[src/rtl/uart_rx.sv]
// UART receiver: 2-flop input synchronizer, start-bit validation at half-bit,
// LSB-first data sampling at bit centre, stop-bit check with valid/frame_err pulses.
module uart_rx #(
    parameter int DATA_BITS  = 8,
    parameter int OVERSAMPLE = 16
) (
    input  logic                 clk,
    input  logic                 rst,
    input  logic                 baud_tick,
    input  logic                 rx,
    output logic [DATA_BITS-1:0] data,
    output logic                 valid,
    output logic                 frame_err,
    output logic                 busy
);

    localparam int TW = $clog2(OVERSAMPLE);
    localparam int BW = $clog2(DATA_BITS + 1);

    localparam logic [TW-1:0] HALF_LAST = TW'(OVERSAMPLE / 2 - 1);
    localparam logic [TW-1:0] FULL_LAST = TW'(OVERSAMPLE - 1);
    localparam logic [BW-1:0] LAST_BIT  = BW'(DATA_BITS - 1);

    typedef enum logic [1:0] {IDLE, START, DATA, STOP} state_t;

    state_t               state, state_n;
    logic [TW-1:0]        tick_cnt, tick_n;
    logic [BW-1:0]        bit_cnt, bit_n;
    logic [DATA_BITS-1:0] shreg, shreg_n;
    logic [DATA_BITS-1:0] data_n;
    logic                 valid_n, frame_err_n;
    logic                 rx_meta, rx_s;

    // rx is asynchronous; both flops reset to the idle-high level
    always_ff @(posedge clk) begin
        if (rst) begin
            rx_meta <= 1'b1;
            rx_s    <= 1'b1;
        end else begin
            rx_meta <= rx;
            rx_s    <= rx_meta;
        end
    end

    always_comb begin
        state_n     = state;
        tick_n      = tick_cnt;
        bit_n       = bit_cnt;
        shreg_n     = shreg;
        data_n      = data;
        valid_n     = 1'b0;
        frame_err_n = 1'b0;
        if (baud_tick) begin
            case (state)
                IDLE: begin
                    if (!rx_s) begin
                        state_n = START;
                        tick_n  = '0;
                    end
                end
                START: begin
                    if (tick_cnt == HALF_LAST) begin
                        tick_n  = '0;
                        bit_n   = '0;
                        // a start bit that is gone by its centre is treated as a glitch
                        state_n = rx_s ? IDLE : DATA;
                    end else begin
                        tick_n = tick_cnt + 1'b1;
                    end
                end
                DATA: begin
                    if (tick_cnt == FULL_LAST) begin
                        shreg_n = {rx_s, shreg[DATA_BITS-1:1]};
                        tick_n  = '0;
                        bit_n   = bit_cnt + 1'b1;
                        if (bit_cnt == LAST_BIT)
                            state_n = STOP;
                    end else begin
                        tick_n = tick_cnt + 1'b1;
                    end
                end
                STOP: begin
                    if (tick_cnt == FULL_LAST) begin
                        // leave mid-stop-bit so a back-to-back start edge is not missed
                        if (rx_s) begin
                            data_n  = shreg;
                            valid_n = 1'b1;
                        end else begin
                            frame_err_n = 1'b1;
                        end
                        tick_n  = '0;
                        state_n = IDLE;
                    end else begin
                        tick_n = tick_cnt + 1'b1;
                    end
                end
                default: state_n = IDLE;
            endcase
        end
    end

    always_ff @(posedge clk) begin
        if (rst) begin
            state     <= IDLE;
            tick_cnt  <= '0;
            bit_cnt   <= '0;
            shreg     <= '0;
            data      <= '0;
            valid     <= 1'b0;
            frame_err <= 1'b0;
            busy      <= 1'b0;
        end else begin
            state     <= state_n;
            tick_cnt  <= tick_n;
            bit_cnt   <= bit_n;
            shreg     <= shreg_n;
            data      <= data_n;
            valid     <= valid_n;
            frame_err <= frame_err_n;
            busy      <= (state != IDLE);
        end
    end

endmodule

[config.mk]
export PLATFORM = sky130hd
export DESIGN_NAME = uart_rx
export DESIGN_NICKNAME = d
export VERILOG_FILES = /design/src/rtl/uart_rx.sv
export SDC_FILE = /design/constraint.sdc
export NUM_CORES = 1
export LEC_CHECK = 0
export ABC_CLOCK_PERIOD_IN_PS = 2000
export CORE_MARGIN = 2
export CORE_UTILIZATION = 35
export CTS_CLUSTER_SIZE = 24
export DETAILED_ROUTE_END_ITERATION = 8
export MAX_ROUTING_LAYER = met4
export SYNTH_ARGS = -nofsm -noshare
export SYNTH_HDL_FRONTEND = slang
export SYNTH_SLANG_ARGS = --single-unit
[constraint.sdc]
create_clock -name clk -period 2 [get_ports clk]
set_clock_uncertainty 0.1 [all_clocks]
set_input_delay 0.6 -clock clk [delete_from_list [all_inputs] [get_ports clk]]
set_output_delay 0.6 -clock clk [all_outputs]
set_load 0.1 [all_outputs]
==> results.toml, run 1 <==
[run_status]
outcome = "finished, final reports clean"

[sta]
finalHoldViolations = 0
period_needed_ns = 1.90
slew_viol_final = 0
fmax_ghz = 0.527
setup_viol = 0
rsz0062_at_grt = "false"
slew_headroom_pct = 71.8
worst_pin_slew_ns = 0.422
fin_crit_sh_pct = 94.8
finalSetupTns_ns = 0
holdWs_ns = 0.308

[drt]
first_pass_iters = 4
vias = 1012
drt_iter0_drc = 25
drc = 0
drtAntennaViolNets = 0
routed_wl_mm = 2.42
via_per_inst = 4.96
wl_per_cell_um = 11.9

[placement]
numPortBuffers = 14
hpwl_mm = 1.73
dp.cells = 196
place.gp.congestion = 0.770

[logic_synthesis]
ys.flop_type = "dfxtp_1"
ys_async_sr_fraction_pct = 0
synth_area_um2 = 1310
synth_cell_types = 38
ys_ff_latch = 31
netlist.top_cell.by_area = "dfxtp_1"
synthTopCellsByArea = "dfxtp_1, mux2i_1, nor2_1, ha_1, buf_6"
synthCells = 135
yosys_warnings = 0
synth_nets = 141
avgSynthCellArea_um2 = 9.73
yosysTopAreaCellShare_pct = 47.2
seq_area_frac_synth_pct = 47.2
synth_edf_count = 0

[layout]
final-instance-count-excl-fill = 204
layout.nets = 161
layout-drive-gt1-share_pct = 23.1
diodes = 0
area_growth_pct = 31.9
fillCellCount = 351
fin_util_pct = 47.7

[clock_tree]
clk_path_buf_depth = 2
insertion_delay_ns = 0.29
cts_tree = "built"
cts_root_buffer = "clkbuf_8"
cts.sinks = 31
htreeDepth = 2
cts_setup_buffers = 0
cts_made_buffers = 5
clk_pin_slew_ns = 0.06

[worst_setup_path]
path_max_fanout = 9
path_cells = "clkdlybuf4s50_1, nand3_1, nor3_2, buf_4, mux2i_1, nor2_1"
critPathBufInv = 2
required_ns = 2.08
start_kind = "primary input"
cpMaxStageDelayCell = "clkdlybuf4s50_1"
r2r_start = "tick_cnt[0]"
cp_data_arrival_time_ns = 1.97
end_kind = "flip-flop"
crit_type = "primary input to flip-flop"
ff2ff_setup_slack_ns = 0.29
cp_top_family = "buffers and inverters"
r2r_cells = 6
cp_slowest_stage_delay_ns = 0.56
r2r_end = "shreg[0]"

[global_route]
grt-ovfl-total = 0
grt_pass1_wl_mm = 4.22
track_usage_pct = 13.5
grt_max_degree = 19
grt_pass1_vias = 946
antenna_found_initial = 0

[power]
power.density_nw_per_um2 = 699
p_leak_nw = 0.700
total_power_mw = 1.21
vdd_drop_max_mv = 0.377

[floorplan]
num_rows = 22
io_pins = 15
die_area_um2 = 4260
core_um2 = 3630
die_h_um = 65.3
die_w_um = 65.3
start_util_pct = 36.2

[hold_path]
hp-start = "rx_meta"
hold_class = "flip-flop to flip-flop"
whs_endpoint = "rx_s"
holdPathStages = 1

[run]
max_cap_viol_count = 0
-- cell usage in the layout, fill, tap and decap left out, types with 3 or more instances in the layout --
master           count
nand3_1              4
nor2_1              26
buf_12              11
a21oi_1              3
nand2_1              5
buf_4                8
clkbuf_8             7
clkdlybuf4s50_1      3
or2_2                3
mux2i_1             18
dfxtp_1             31
nor3_1               3
-- worst reg2reg max path, cell delays in order (launching register included) --
cell     delay, ns
dfxtp_1       0.37
ha_1          0.30
nand3_1       0.17
nor3_2        0.18
buf_4         0.22
mux2i_1       0.21
nor2_1        0.05
-- Yosys cell counts, types with 2 or more instances --
cell type,instances
ha_1,2
clkbuf_1,2
a31oi_1,2
mux2i_1,18
buf_6,2
nor2_1,26
nor3_1,3
nand2_1,5
o211ai_1,2
dfxtp_1,31
a311oi_1,2
a22oi_1,2
buf_2,3
and3_1,2
o21ai_0,2
nand3_1,4
or2_2,3
a21oi_1,3
inv_1,2
-- cells by family (layout without fill, tap and decap cells) --
kind of cell    count (synthesis)  after routing  share of synthesized area (%)
simple gates                   54             54                           21.9
flops                          31             31                           47.2
mux                            18             18                           13.7
compound gates                 17             17                           9.05
buf+inv                        11             32                           4.86
fa+ha+maj                       2              2                           1.90
xor+xnor                        2              2                           1.33
-- power by group --
part | internal [mW] | switching (mW) | total (mW) | leakage (nW)
clock network | 0.313 | 0.234 | 0.546 | 0.0505
registers | 0.621 | 0.00530 | 0.626 | 0.250
logic | 0.0185 | 0.0214 | 0.0399 | 0.399
total | 0.952 | 0.260 | 1.21 | 0.700
-- sequential cells by signal, summed over array words and instances, names as in the netlist, named ones only --
name       count
frame_err      1
tick_cnt       4
data           8
state          1
busy           1
rx_meta        1
bit_cnt        4
shreg          8
valid          1
rx_s           1
-- worst max-delay path by stage --
stage               from  slack, ns       end  cells after the start
2_1_floorplan    data[0]       0.38   data[0]                      0
3_3_place_gp   baud_tick      -0.17   data[3]                      5
3_5_place_dp   baud_tick      -0.21   data[3]                      5
4_1_cts        baud_tick       0.08   data[3]                      5
5_1_grt        baud_tick       0.02  shreg[3]                      6
6_report       baud_tick       0.10  shreg[0]                      6
-- layer usage --
layer / track usage (%) / routed length (µm) / vias to the layer above / part of all wire [%]
met5: - / 0 / - / 0
met4: 7.03 / 37 / 0 / 1.5
met3: 4.62 / 81 / 4 / 3.3
met2: 19.9 / 1150 / 18 / 47
met1: 16.3 / 1160 / 478 / 48
li1: - / - / 512 / -
-- area by class of cell --
cell class                      count  area (µm²)  share of cell area (%)
Clock inverter                      1        7.51                   0.433
Timing Repair Buffer               22         310                    17.9
Clock buffer                        7        96.3                    5.56
Inverter                            2        7.51                   0.433
Tap cell                           48        60.1                    3.47
Multi-Input combinational cell     93         631                    36.4
Sequential cell                    31         621                    35.8
-- repair_timing --
action / CTS / global route
hold buffers: 0 / 0
resized for setup: 0 / 1
endpoints found under the setup margin: 0 / 4
-- per-stage QoR --
| step | area (µm²) | worst slack, ns |
|---|---|---|
| 3_3_place_gp | 1630 | -0.168 |
| 5_1_grt | 1730 | 0.0208 |
| 4_1_cts | 1730 | 0.0787 |
| 2_1_floorplan | 1310 | 0.376 |
| 6_report | 1730 | 0.104 |
| 3_5_place_dp | 1630 | -0.211 |
Power figures use the tool's default switching activity.
==> inputs of run 2 (changes only) <==
--- a/config.mk
+++ b/config.mk
@@ -6,9 +6,10 @@
 export NUM_CORES = 1
 export LEC_CHECK = 0
 export ABC_CLOCK_PERIOD_IN_PS = 2000
+export CORE_ASPECT_RATIO = 1.1
 export CORE_MARGIN = 2
 export CORE_UTILIZATION = 35
-export CTS_CLUSTER_SIZE = 24
+export CTS_CLUSTER_SIZE = 10
 export DETAILED_ROUTE_END_ITERATION = 8
 export MAX_ROUTING_LAYER = met4
 export SYNTH_ARGS = -nofsm -noshare
==> results.toml, run 2 (synthesis gave the netlist of run 1 again) <==
[floorplan]
num_rows = 23
core_um2 = 3630
io_pins = 15
die_w_um = 62.4
die_area_um2 = 4260
start_util_pct = 36.2
die_h_um = 68.3

[placement]
numPortBuffers = 14
dpl_worst_slack_ns = -0.162
hpwl_mm = 1.84
place.gp.congestion = 0.784

[drt]
drtAntennaViolNets = 0
via_per_inst = 4.95
vias = 1014
wl_per_cell_um = 12.3
routed_wl_mm = 2.52
first_pass_iters = 4
drt_iter0_drc = 48
drc = 0

[worst_setup_path]
path_cells = "clkdlybuf4s50_1, and3_1, nand4_4, mux2i_1, nor2_1"
cp_num_cells = 5
cpMaxStageDelayCell = "clkdlybuf4s50_1"
end_kind = "flip-flop"
ff2ff_setup_slack_ns = 0.27
cp_slowest_stage_delay_ns = 0.49
cp_top_family = "simple AND/OR/NAND/NOR gates"
r2r_cells = 5
crit_type = "primary input to flip-flop"
start_kind = "primary input"
endpoint = "data[4]"
critPathBufInv = 1
cp_data_arrival_time_ns = 1.93
cp-startpoint = "baud_tick"
r2r_start = "tick_cnt[0]"
r2r_end = "data[4]"
path_max_fanout = 8
required_ns = 2.07

[layout]
seqCellArea_um2 = 621
top_regs = "data (8), shreg (8)"
multi_input_area_um2 = 629
mostFrequentLayoutCell = "dfxtp_1"
area_growth_pct = 30.8
diodes = 0
layout.nets = 161
final_cell_mix = "dfxtp_1, nor2_1, mux2i_1, buf_12, buf_4"
layout-drive-gt1-share_pct = 21.9
fillCellCount = 363

[sta]
fin_crit_sh_pct = 93.1
period_needed_ns = 1.86
worst_pin_slew_ns = 0.423
setup_viol = 0
fmax_ghz = 0.537
slew_headroom_pct = 71.8
rsz0062_at_grt = "false"
finalHoldViolations = 0
holdWs_ns = 0.308
slew_viol_final = 0
layout_setup_ws_ns = 0.137

[global_route]
track_usage_pct = 14.3
grt_pass1_wl_mm = 4.54
grt_max_degree = 17
antenna_found_initial = 0
grt-ovfl-total = 0
grt_pass1_vias = 1004

[clock_tree]
clk_path_buf_depth = 2
cts_made_buffers = 5
cts.sinks = 31
insertion_delay_ns = 0.28
cts_root_buffer = "clkbuf_8"
cts_setup_buffers = 0
cts_tree = "built"
clk_pin_slew_ns = 0.06
cts_hold_buf = 0
cts_resized = 0
htreeDepth = 2

[power]
power.density_nw_per_um2 = 676
vdd_drop_max_mv = 0.440
total_power_mw = 1.16
p_leak_nw = 0.697

[run_status]
outcome = "finished, final reports clean"

[run]
max_cap_viol_count = 0

[hold_path]
hold_class = "flip-flop to flip-flop"
run 2: metrics by stage:
stage          instance area, µm²  util (%)  TNS, ns  instances
6_report                     1720      47.4        0        205
5_1_grt                      1720      47.4        0        205
4_1_cts                      1720      47.4        0        205
3_5_place_dp                 1630      45.0    -1.91        198
3_3_place_gp                 1630      45.0    -1.43        198
2_1_floorplan                1310         -        0        135
run 2: per-layer routing:
metal	global-route usage, %	part of all wire, %	vias up
met5	-	0	-
met4	6.67	1.9	0
met3	6.09	5.7	7
met2	23.0	46	18
met1	15.6	46	477
li1	-	-	512
run 2: final cells by class:
class                   count  area share (%)
clock buffers               6            4.81
clock inverters             1           0.291
inverters                   2           0.437
multi-input cells          93            36.6
flip-flops and latches     31            36.1
well taps                  50            3.64
repair buffers             22            18.1
run 2: worst min path at each step:
stage,end,cells past startpoint,start
finish,rx_s,1,rx_meta
global route,rx_s,1,rx_meta
CTS,rx_s,1,rx_meta
detailed placement,rx_s,1,rx_meta
global placement,rx_s,1,rx_meta
floorplan,rx_s,1,rx_meta
run 2: where the power goes:
part           leakage (nW)  internal [mW]  switching [mW]
clock                0.0470          0.269           0.225
sequential            0.250          0.621         0.00536
combinational         0.400         0.0186          0.0214
total                 0.697          0.909           0.252
==> inputs of run 3 (changes only) <==
--- a/config.mk
+++ b/config.mk
@@ -15,3 +15,4 @@
 export SYNTH_ARGS = -nofsm -noshare
 export SYNTH_HDL_FRONTEND = slang
 export SYNTH_SLANG_ARGS = --single-unit
+export TNS_END_PERCENT = 10
==> results of run 3 <==
Same layout as run 2: the final DEF is identical, and so are final timing and power.
